File: src/rtl/simple_cpu_pkg.sv
// Shared definitions for the simple_cpu family: opcode encodings, FSM states,
// instruction-field width and per-opcode access-sequence decode.
package simple_cpu_pkg;

    localparam logic [2:0] OP_ADD  = 3'b000;
    localparam logic [2:0] OP_NAND = 3'b001;
    localparam logic [2:0] OP_SRL  = 3'b010;
    localparam logic [2:0] OP_LT   = 3'b011;
    localparam logic [2:0] OP_CP   = 3'b100;
    localparam logic [2:0] OP_CPI  = 3'b101;
    localparam logic [2:0] OP_BZJ  = 3'b110;
    localparam logic [2:0] OP_MUL  = 3'b111;

    typedef enum logic [2:0] {
        FETCH,
        RD_A,
        RD_B,
        RD_IND,
        WRITE,
        HALT
    } cpuState_t;

    // Which optional steps follow RD_A / RD_B for a given opcode.
    typedef struct packed {
        logic needB;
        logic needInd;
        logic isBranch;
    } opDecode_t;

    // Width of each address field in the instruction word.
    function automatic int unsigned F(input int unsigned dataW);
        return (dataW - 4) / 2;
    endfunction

    function automatic opDecode_t decodeOp(input logic [2:0] op, input logic immBit);
        opDecode_t d;
        d = '0;
        case (op)
            OP_CPI: begin
                d.needB   = 1'b1;
                d.needInd = !immBit;
            end
            OP_BZJ: begin
                d.needB    = !immBit;
                d.isBranch = 1'b1;
            end
            default: d.needB = !immBit;
        endcase
        return d;
    endfunction

    // First state after FETCH; only copies can skip reading *A.
    function automatic cpuState_t firstState(input logic [2:0] op, input logic immBit);
        if (op == OP_CP) begin
            return immBit ? WRITE : RD_B;
        end
        if ((op == OP_CPI) && !immBit) begin
            return RD_B;
        end
        return RD_A;
    endfunction

endpackage

File: src/rtl/simple_cpu_alu.sv
// Combinational datapath for simple_cpu: computes the value written by an
// instruction from (op, immediate bit, *A, *B, zero-extended B).
// Ports: op, immBit, a, b, imm in; result_c out.
module simple_cpu_alu
    import simple_cpu_pkg::*;
#(
    parameter int unsigned DATA_W = 32
) (
    input  logic [2:0]        op,
    input  logic              immBit,
    input  logic [DATA_W-1:0] a,
    input  logic [DATA_W-1:0] b,
    input  logic [DATA_W-1:0] imm,
    output logic [DATA_W-1:0] result_c
);

    localparam logic [DATA_W-1:0] ONE_W = DATA_W'(DATA_W);
    localparam logic [DATA_W-1:0] TWO_W = DATA_W'(2 * DATA_W);

    logic [DATA_W-1:0] y;
    logic [DATA_W-1:0] srl;

    // Shift: right below DATA_W, left by the excess up to 2*DATA_W, else zero.
    always_comb begin
        y = immBit ? imm : b;
        if (y < ONE_W) begin
            srl = a >> y;
        end else if (y < TWO_W) begin
            srl = a << (y - ONE_W);
        end else begin
            srl = '0;
        end
    end

    always_comb begin
        result_c = '0;
        case (op)
            OP_ADD:  result_c = a + y;
            OP_NAND: result_c = ~(a & y);
            OP_SRL:  result_c = srl;
            OP_LT:   result_c = DATA_W'(a < y);
            OP_MUL:  result_c = a * y;
            OP_CP:   result_c = y;
            OP_CPI:  result_c = b;
            default: result_c = '0;
        endcase
    end

endmodule

File: src/rtl/simple_cpu_hs.sv
// Memory-to-memory CPU with a req/ready single-port memory interface.
// Each FSM state holds exactly one memory transaction: request is issued the
// cycle after entry and the state advances when mem_req && mem_ready.
// Ports: clk, rst (sync, active-high); mem_req/mem_we/mem_addr/mem_wdata out,
// mem_rdata/mem_ready in; pc, retire (one-cycle pulse), halted (sticky) out.
module simple_cpu_hs
    import simple_cpu_pkg::*;
#(
    parameter int unsigned DATA_W = 32,
    parameter int unsigned ADDR_W = 14
) (
    input  logic              clk,
    input  logic              rst,
    output logic              mem_req,
    output logic              mem_we,
    output logic [ADDR_W-1:0] mem_addr,
    output logic [DATA_W-1:0] mem_wdata,
    input  logic [DATA_W-1:0] mem_rdata,
    input  logic              mem_ready,
    output logic [ADDR_W-1:0] pc,
    output logic              retire,
    output logic              halted
);

    localparam int unsigned FW = F(DATA_W);

    cpuState_t         state, stateNxt;
    logic              memReq, memReqNxt;
    logic              memWe, memWeNxt;
    logic [ADDR_W-1:0] memAddr, memAddrNxt;
    logic [DATA_W-1:0] memWdata, memWdataNxt;
    logic [ADDR_W-1:0] pcNxt;
    logic              retireNxt, haltedNxt;
    logic [DATA_W-1:0] iw, iwNxt;
    logic [DATA_W-1:0] valA, valANxt;
    logic [DATA_W-1:0] valB, valBNxt;

    logic [2:0]        op;
    logic              immBit;
    logic [FW-1:0]     fieldA, fieldB;
    logic [DATA_W-1:0] imm;
    logic [ADDR_W-1:0] writeAddr;
    logic [ADDR_W-1:0] brTarget;
    logic              brTaken;
    logic              resolve;
    logic [DATA_W-1:0] aluResult;
    opDecode_t         dec;

    assign op     = iw[DATA_W-1 -: 3];
    assign immBit = iw[DATA_W-4];
    assign fieldA = iw[2*FW-1 -: FW];
    assign fieldB = iw[FW-1:0];
    assign imm    = DATA_W'(fieldB);
    assign dec    = decodeOp(op, immBit);

    // CPIi writes through the pointer held in *A.
    assign writeAddr = ((op == OP_CPI) && immBit) ? valA[ADDR_W-1:0] : fieldA[ADDR_W-1:0];

    simple_cpu_alu #(.DATA_W(DATA_W)) alu (
        .op       (op),
        .immBit   (immBit),
        .a        (valA),
        .b        (valB),
        .imm      (imm),
        .result_c (aluResult)
    );

    // Reset forces the memory interface quiet within the reset cycle itself.
    assign mem_req   = memReq & ~rst;
    assign mem_we    = memWe & ~rst;
    assign mem_addr  = rst ? '0 : memAddr;
    assign mem_wdata = rst ? '0 : memWdata;

    always_ff @(posedge clk) begin
        if (rst) begin
            state    <= FETCH;
            memReq   <= 1'b0;
            memWe    <= 1'b0;
            memAddr  <= '0;
            memWdata <= '0;
            pc       <= '0;
            retire   <= 1'b0;
            halted   <= 1'b0;
            iw       <= '0;
            valA     <= '0;
            valB     <= '0;
        end else begin
            state    <= stateNxt;
            memReq   <= memReqNxt;
            memWe    <= memWeNxt;
            memAddr  <= memAddrNxt;
            memWdata <= memWdataNxt;
            pc       <= pcNxt;
            retire   <= retireNxt;
            halted   <= haltedNxt;
            iw       <= iwNxt;
            valA     <= valANxt;
            valB     <= valBNxt;
        end
    end

    always_comb begin
        stateNxt    = state;
        memReqNxt   = memReq;
        memWeNxt    = memWe;
        memAddrNxt  = memAddr;
        memWdataNxt = memWdata;
        pcNxt       = pc;
        retireNxt   = 1'b0;
        haltedNxt   = halted;
        iwNxt       = iw;
        valANxt     = valA;
        valBNxt     = valB;
        resolve     = 1'b0;

        // BZJi resolves at RD_A (*A + B, always taken); BZJ at RD_B (*B == 0).
        brTarget = (state == RD_A) ? ADDR_W'(mem_rdata[ADDR_W-1:0] + fieldB[ADDR_W-1:0])
                                   : valA[ADDR_W-1:0];
        brTaken  = (state == RD_A) || (mem_rdata == '0);

        if (state != HALT) begin
            if (!memReq) begin
                memReqNxt = 1'b1;
                memWeNxt  = 1'b0;
                case (state)
                    FETCH:  memAddrNxt = pc;
                    RD_A:   memAddrNxt = fieldA[ADDR_W-1:0];
                    RD_B:   memAddrNxt = fieldB[ADDR_W-1:0];
                    RD_IND: memAddrNxt = valB[ADDR_W-1:0];
                    WRITE: begin
                        memAddrNxt  = writeAddr;
                        memWeNxt    = 1'b1;
                        memWdataNxt = aluResult;
                    end
                    default: ;
                endcase
            end else if (mem_ready) begin
                memReqNxt = 1'b0;
                memWeNxt  = 1'b0;
                case (state)
                    FETCH: begin
                        iwNxt    = mem_rdata;
                        stateNxt = firstState(mem_rdata[DATA_W-1 -: 3], mem_rdata[DATA_W-4]);
                    end
                    RD_A: begin
                        valANxt = mem_rdata;
                        if (dec.needB) begin
                            stateNxt = RD_B;
                        end else if (dec.isBranch) begin
                            resolve = 1'b1;
                        end else begin
                            stateNxt = WRITE;
                        end
                    end
                    RD_B: begin
                        valBNxt = mem_rdata;
                        if (dec.needInd) begin
                            stateNxt = RD_IND;
                        end else if (dec.isBranch) begin
                            resolve = 1'b1;
                        end else begin
                            stateNxt = WRITE;
                        end
                    end
                    RD_IND: begin
                        valBNxt  = mem_rdata;
                        stateNxt = WRITE;
                    end
                    WRITE: begin
                        pcNxt     = pc + ADDR_W'(1);
                        retireNxt = 1'b1;
                        stateNxt  = FETCH;
                    end
                    default: ;
                endcase

                // A taken branch onto itself is the halt idiom.
                if (resolve) begin
                    retireNxt = 1'b1;
                    stateNxt  = FETCH;
                    if (brTaken) begin
                        pcNxt = brTarget;
                        if (brTarget == pc) begin
                            stateNxt  = HALT;
                            haltedNxt = 1'b1;
                        end
                    end else begin
                        pcNxt = pc + ADDR_W'(1);
                    end
                end
            end
        end
    end

endmodule
File: config.mk
export PLATFORM = sky130hd
export DESIGN_NAME = simple_cpu_hs
export DESIGN_NICKNAME = d
export VERILOG_FILES = /design/src/rtl/simple_cpu_pkg.sv /design/src/rtl/simple_cpu_alu.sv /design/src/rtl/simple_cpu_hs.sv
export SDC_FILE = /design/constraint.sdc
export NUM_CORES = 2
export LEC_CHECK = 0
export ABC_CLOCK_PERIOD_IN_PS = 11500
export BUFFER_PORTS_ARGS = -buffer_cell sky130_fd_sc_hd__buf_2
export CORE_ASPECT_RATIO = 0.8
export CORE_MARGIN = 4
export CORE_UTILIZATION = 55
export DETAILED_ROUTE_END_ITERATION = 8
export PLACE_DENSITY_LB_ADDON = 0.05
export SLEW_MARGIN = 10
export SYNTH_ARGS = -nofsm -noshare
export SYNTH_HDL_FRONTEND = slang
export SYNTH_SLANG_ARGS = --single-unit
File: constraint.sdc
create_clock -name clk -period 11.5 [get_ports clk]
set_input_delay 1.15 -clock clk [delete_from_list [all_inputs] [get_ports clk]]
set_output_delay 1.15 -clock clk [all_outputs]
set_load 0.005 [all_outputs]
* Yosys cells after proc, flatten, opt, wreduce, memory -nomap -nowiden
Cells that the tools add are included.
W data, S select, Z words.
** Cells by class
- $add $sub $neg :: 4
- Multipliers :: 1
- Order comparisons :: 3
- Equal/unequal tests :: 16
- Shift-type cells :: 2
- Mux-type cells :: 51
- Bitwise operators :: 8
- Reductions and logical operators :: 22
** Operator list (count)
- $pmux W32 S7 :: 1
- $mux W32 :: 4
- $mux W14 :: 6
- $pmux W14 S5 :: 1
- $mux W3 :: 11
- $add A32 B32 Y32 :: 1
- $and A32 B32 Y32 :: 1
- $logic_not A32 Y1 :: 1
- $lt A32 B32 Y1 :: 1
- $lt A32 B6 Y1 const B :: 1
- $lt A32 B7 Y1 const B :: 1
- $mul A32 B32 Y32 :: 1
- $not A32 Y32 :: 1
- $shl A32 B32 Y32 :: 1
- $shr A32 B32 Y32 :: 1
- $sub A32 B6 Y32 const B :: 1
- $mux W1 :: 26
- $eq A3 B3 Y1 const B :: 7
- $reduce_and A4 Y1 :: 5
- $pmux W3 S5 :: 1
- $add A14 B1 Y14 const B :: 1
- $add A14 B14 Y14 :: 1
- $eq A14 B14 Y1 :: 1
- $eq A3 B2 Y1 const B :: 4
- 18 further kinds :: 27
** Storage, ports and cells
- Bits in registers :: 163
- Input bits :: 35
- Output and inout bits :: 64
- Logic and storage cells :: 118

* Longest topological paths before layout
- Depth after elaboration :: 15
- Depth in mapped cells :: 35
- Gate-level depth less buffers :: 30

* Modules after synthesis
Synthesis repeated with hierarchy kept, for this count alone.
** Second synthesis, totals
- Cells, all modules :: 4091
- Area, all modules :: 32175.9 sq um
** Modules (own cells, without submodules)
- simple_cpu_alu :: instances 1, cells each 2935, area each 23611.4 sq um, sequential area each 0.0 sq um
- simple_cpu_hs :: instances 1, cells each 1156, area each 8564.5 sq um, sequential area each 3263.1 sq um

* Worst setup path after synthesis
No wires, ideal clock.
- Path kind :: register to register
- From :: reg iw[28]
- To :: reg memWdata[29]
- Setup time :: 0.114 ns
- Arrival :: 8.523 ns
- Required time :: 11.386 ns
- Path slack :: 2.863 ns
- Stages on the path, launching flop included :: 34
- Buffers on the path :: 8
- Clock period less this slack :: 8.637 ns
- Cells stage by stage :: dfxtp_1 -> buf_4 -> buf_4 -> buf_4 -> mux2i_1 -> inv_1 -> clkbuf_1 -> clkbuf_1 -> clkbuf_1 -> clkbuf_1 -> and2_1 -> fa_1 -> inv_1 -> fa_1 -> fa_1 -> fa_1 -> inv_1 -> fa_1 -> inv_1 -> fa_1 -> inv_1 -> fa_1 -> fa_1 -> ha_1 -> clkbuf_1 -> nand4_1 -> or3_1 -> o2111ai_1 -> nand2_1 -> o2111ai_1 -> xor2_1 -> a221oi_1 -> a21oi_1 -> a21o_1
** Between the ends
- Longest elaborated chain between the ends :: 6
- Elaborated cells on any way between the ends :: 13
- Those cells by class :: 2 x add/sub; 1 x mul; 2 x order compare; 2 x shift; 4 x mux; 2 x bitwise
** RTL lines
- start, declared :: line simple_cpu_hs.sv:34 : logic [DATA_W-1:0] iw, iwNxt;
- start signal, assigned :: line simple_cpu_hs.sv:96 : iw <= iwNxt;
- $mux W32 (*) :: line simple_cpu_alu.sv:25 : y = immBit ? imm : b;
- parallel branches: the longest is 4 deep, another holds $mul A32 B32 Y32
- $pmux W32 S7 (*) :: line simple_cpu_alu.sv:37 : case (op)
- end signal, assigned :: line simple_cpu_hs.sv:92 : memWdata <= memWdataNxt;
- end, declared :: line simple_cpu_hs.sv:31 : logic [DATA_W-1:0] memWdata, memWdataNxt;
Mark *: on every way between the ends.
A chain may end at the register's enable or synchronous reset.

* Final worst setup path
Ends and elaborated chain as after synthesis.

==> results by group <==
Job
  • Max-Cap Viols: 0

Logic synthesis
  • Async S/R FF share, synth: 0%
  • Mapped Cells: 3898
  • Synth top area cells: fa_1, dfxtp_1, ha_1
  • Post-synth top area share: 26.3%
  • Synth Warn #: 0
  • Area leader, netlist: fa_1
  • Top_reg_cell synth: dfxtp_1
  • Avg Cell Area, Syn: 7.99 µm²
  • EDFF count, synth: 0
  • Most common cell in the netlist: nand2_1
  • Synth unique cells: 79
  • #FFs+latches synth: 163
  • Sequential share of the synthesized area: 10.5%
  • Commonest cells in the synthesized netlist: nand2_1, inv_1, fa_1
  • Mapped Area: 31200 µm²
  • Mapped Nets: 4555

STA
  • Final worst path period share: 83.8%
  • Slew Limit Fails: 0
  • Hold violation total from the final report: 0
  • Max frequency: 104 MHz
  • Final Critical Period: 9.64 ns
  • RSZ-0062 raised after global routing: false
  • Slew @ Worst Pin: 1.30 ns
  • Relative slew slack: 13.3%
  • Final setup violation count: 0
  • TNS Setup: 0 ns
  • Clk_skew: 0.0243 ns

Global route
  • First-pass GRT wire length: 191000 µm
  • Number of global-route vias before repair: 29400
  • Total track usage: 41.9%
  • Largest net degree at the start of global routing: 75
  • Total global routing overflow: 0
  • Initial antenna violation count: 9

Detailed routing
  • Routed vias: 29800
  • Final Routed Wirelength: 129000 µm
  • Via density per instance: 6.46
  • Residual DRC: 0
  • Remaining antenna violation count: 0
  • Pre-antenna DRT Iters: 8
  • Wire per inst: 27.9 µm
  • Initial DRC Count: 3895

Floorplanning
  • Die area: 60500 µm²
  • Io pins: 99
  • Core area: 55700 µm²
  • Die Height: 221 µm
  • Std-Cell Rows: 77
  • Starting Density: 55.9%
  • Die X: 274 µm

Worst setup path
  • Startpoint Class: flip-flop
  • Crit-path max FO: 27
  • Worst Setup EP: memWdata[29]
  • Setup Crit Path Kind: reg -> reg
  • Worst Setup End Kind: flip-flop
  • Crit path from: iw[28]
  • R2r startpoint: iw[28]
  • Data arrival time of the critical path: 10.00 ns
  • Worst r2r dst: memWdata[29]
  • Worst Reg2Reg Path Length in Cells: 24
  • Worst reg-to-reg setup slack: 1.86 ns
  • Required time worst endpoint: 11.86 ns

Pwr
  • VDD IR max: 0.0831 mV
  • Lkg Pwr: 14.8 nW
  • Pwr Density: 47.8 nW/µm²

Finish
  • Layout Cells excl Fill: 4614
  • Nets: 4505
  • Reg area: 3260 µm²
  • P&R area growth vs syn: 5.80%
  • Fillers: 5129
  • Area of the multi-input gates: 25300 µm²
  • Ratio of cells with drive above 1 in the final layout: 8.19%

Placed design
  • Placed cells: 4579
  • RePlAce Congestion: 1.06
  • HPWL Detailed: 97300 µm
  • Port buffer count: 98

CTS
  • Clock sink count: 163
  • Num CTS Buffers: 17
  • Clock root cell: clkbuf_16
  • Clk pin slew, worst setup/hold paths: 0.07 ns
  • Setup Buffers After CTS: 0
  • Clock Tree Buf Depth: 2
  • Clock Latency Late Sink: 0.48 ns
  • Post-CTS Resized: 0
  • Htree depth: 4
  • CTS tree: built
  • # hold bufs at CTS: 0

Min path
  • Worst min path class: reg -> reg

Status
  • Status: complete, no violations
==> logic make-up (layout without fill, tap and decap cells) <==
family                     count (synthesis)  in the layout  synth area share [%]
and+or+nand+nor                         1397           1397                  21.4
buffers and inverters                    711            673                  8.74
AOI/OAI and AO/OA                        677            677                  13.7
adders and majority gates                622            622                  34.9
muxes                                    186            186                  6.78
DFF                                      163            163                  10.5
xor gates and xnor gates                 142            142                  4.04
other                                      0              4                     0
==> metrics by stage <==
| stage | hold WS [ns] | util, % | setup slack [ns] | area (µm²) | total power [mW] |
|---|---|---|---|---|---|
| after global routing | 0.479 | 59.2 | 1.46 | 32900 | 1.61 |
| after CTS | 0.460 | 59.2 | 1.99 | 32900 | 1.55 |
| after floorplan | 0.432 | - | 2.86 | 31200 | 0.826 |
| after detailed placement | 0.449 | 58.1 | 2.00 | 32400 | 0.971 |
| after global placement | 0.442 | 58.1 | 2.33 | 32400 | 0.968 |
| final | 0.460 | 59.2 | 1.86 | 33000 | 1.57 |
==> final cells by class <==
type,count,area share [%]
well taps,750,2.85
clock inverters,14,0.452
clock buffers,17,1.29
repair buffers,198,3.77
diodes,4,0.0304
inverters,444,5.06
flip-flops and latches,163,9.90
multi-input cells,3024,76.6
==> state kept, by name (all words and copies together) (netlist names) <==
register,count
memAddr,14
state,3
pc,14
iw,32
memReq,1
memWe,1
halted,1
retire,1
valB,32
valA,32
memWdata,32
==> power by group <==
group	internal (mW)	switching (mW)
logic	0.112	0.262
clock network	0.288	0.310
registers	0.578	0.0240
total	0.978	0.596
==> how the worst min path moves through the flow <==
stage / startpoint / end / slack [ns] / cells after the start
after floorplan: memWe / memWe / 0.43 / 2
after global placement: memWe / memWe / 0.44 / 2
after detailed placement: valA[23] / valA[23] / 0.45 / 2
after CTS: valA[23] / valA[23] / 0.46 / 2
after global routing: valA[23] / valA[23] / 0.48 / 2
final: valA[23] / valA[23] / 0.46 / 2
==> critical path, stage by stage, from the launching register on <==
cell and delay, ns:
dfxtp_2 0.89, inv_1 0.47, a21boi_0 0.75, inv_1 0.67, ha_1 0.51, fa_1 0.56, inv_1 0.05, fa_1 0.46
fa_1 0.54, inv_1 0.05, fa_1 0.41, fa_1 0.48, fa_1 0.56, fa_1 0.44, fa_1 0.45, ha_1 0.37
nand4_1 0.20, or3_1 0.40, o2111ai_1 0.25, nand2_1 0.13, o2111ai_1 0.25, xor2_1 0.12, a221oi_1 0.26, a21oi_1 0.07
a21o_1 0.16
==> routing by layer <==
metal  global-route usage [%]  wire [µm]
met1                     60.2      51800
met5                        0         55
met3                     13.9      18400
met4                     15.9       5850
met2                     58.6      52400
==> cells in the final DEF, fill, tap and decap left out, drive strengths merged, types with 45 or more instances in the layout <==
master / Yosys / routed
mux2i: 159 / 159
a31oi: 45 / 45
nor2b: 93 / 93
inv: 440 / 445
buf: 49 / 198
nand2: 561 / 561
nor3: 57 / 57
a21oi: 245 / 245
dfxtp: 163 / 163
o21ai: 129 / 129
ha: 212 / 212
nor2: 260 / 260
fa: 410 / 410
xnor2: 96 / 96
and2: 264 / 264
xor2: 45 / 45
(Power assumes the default switching activity.)
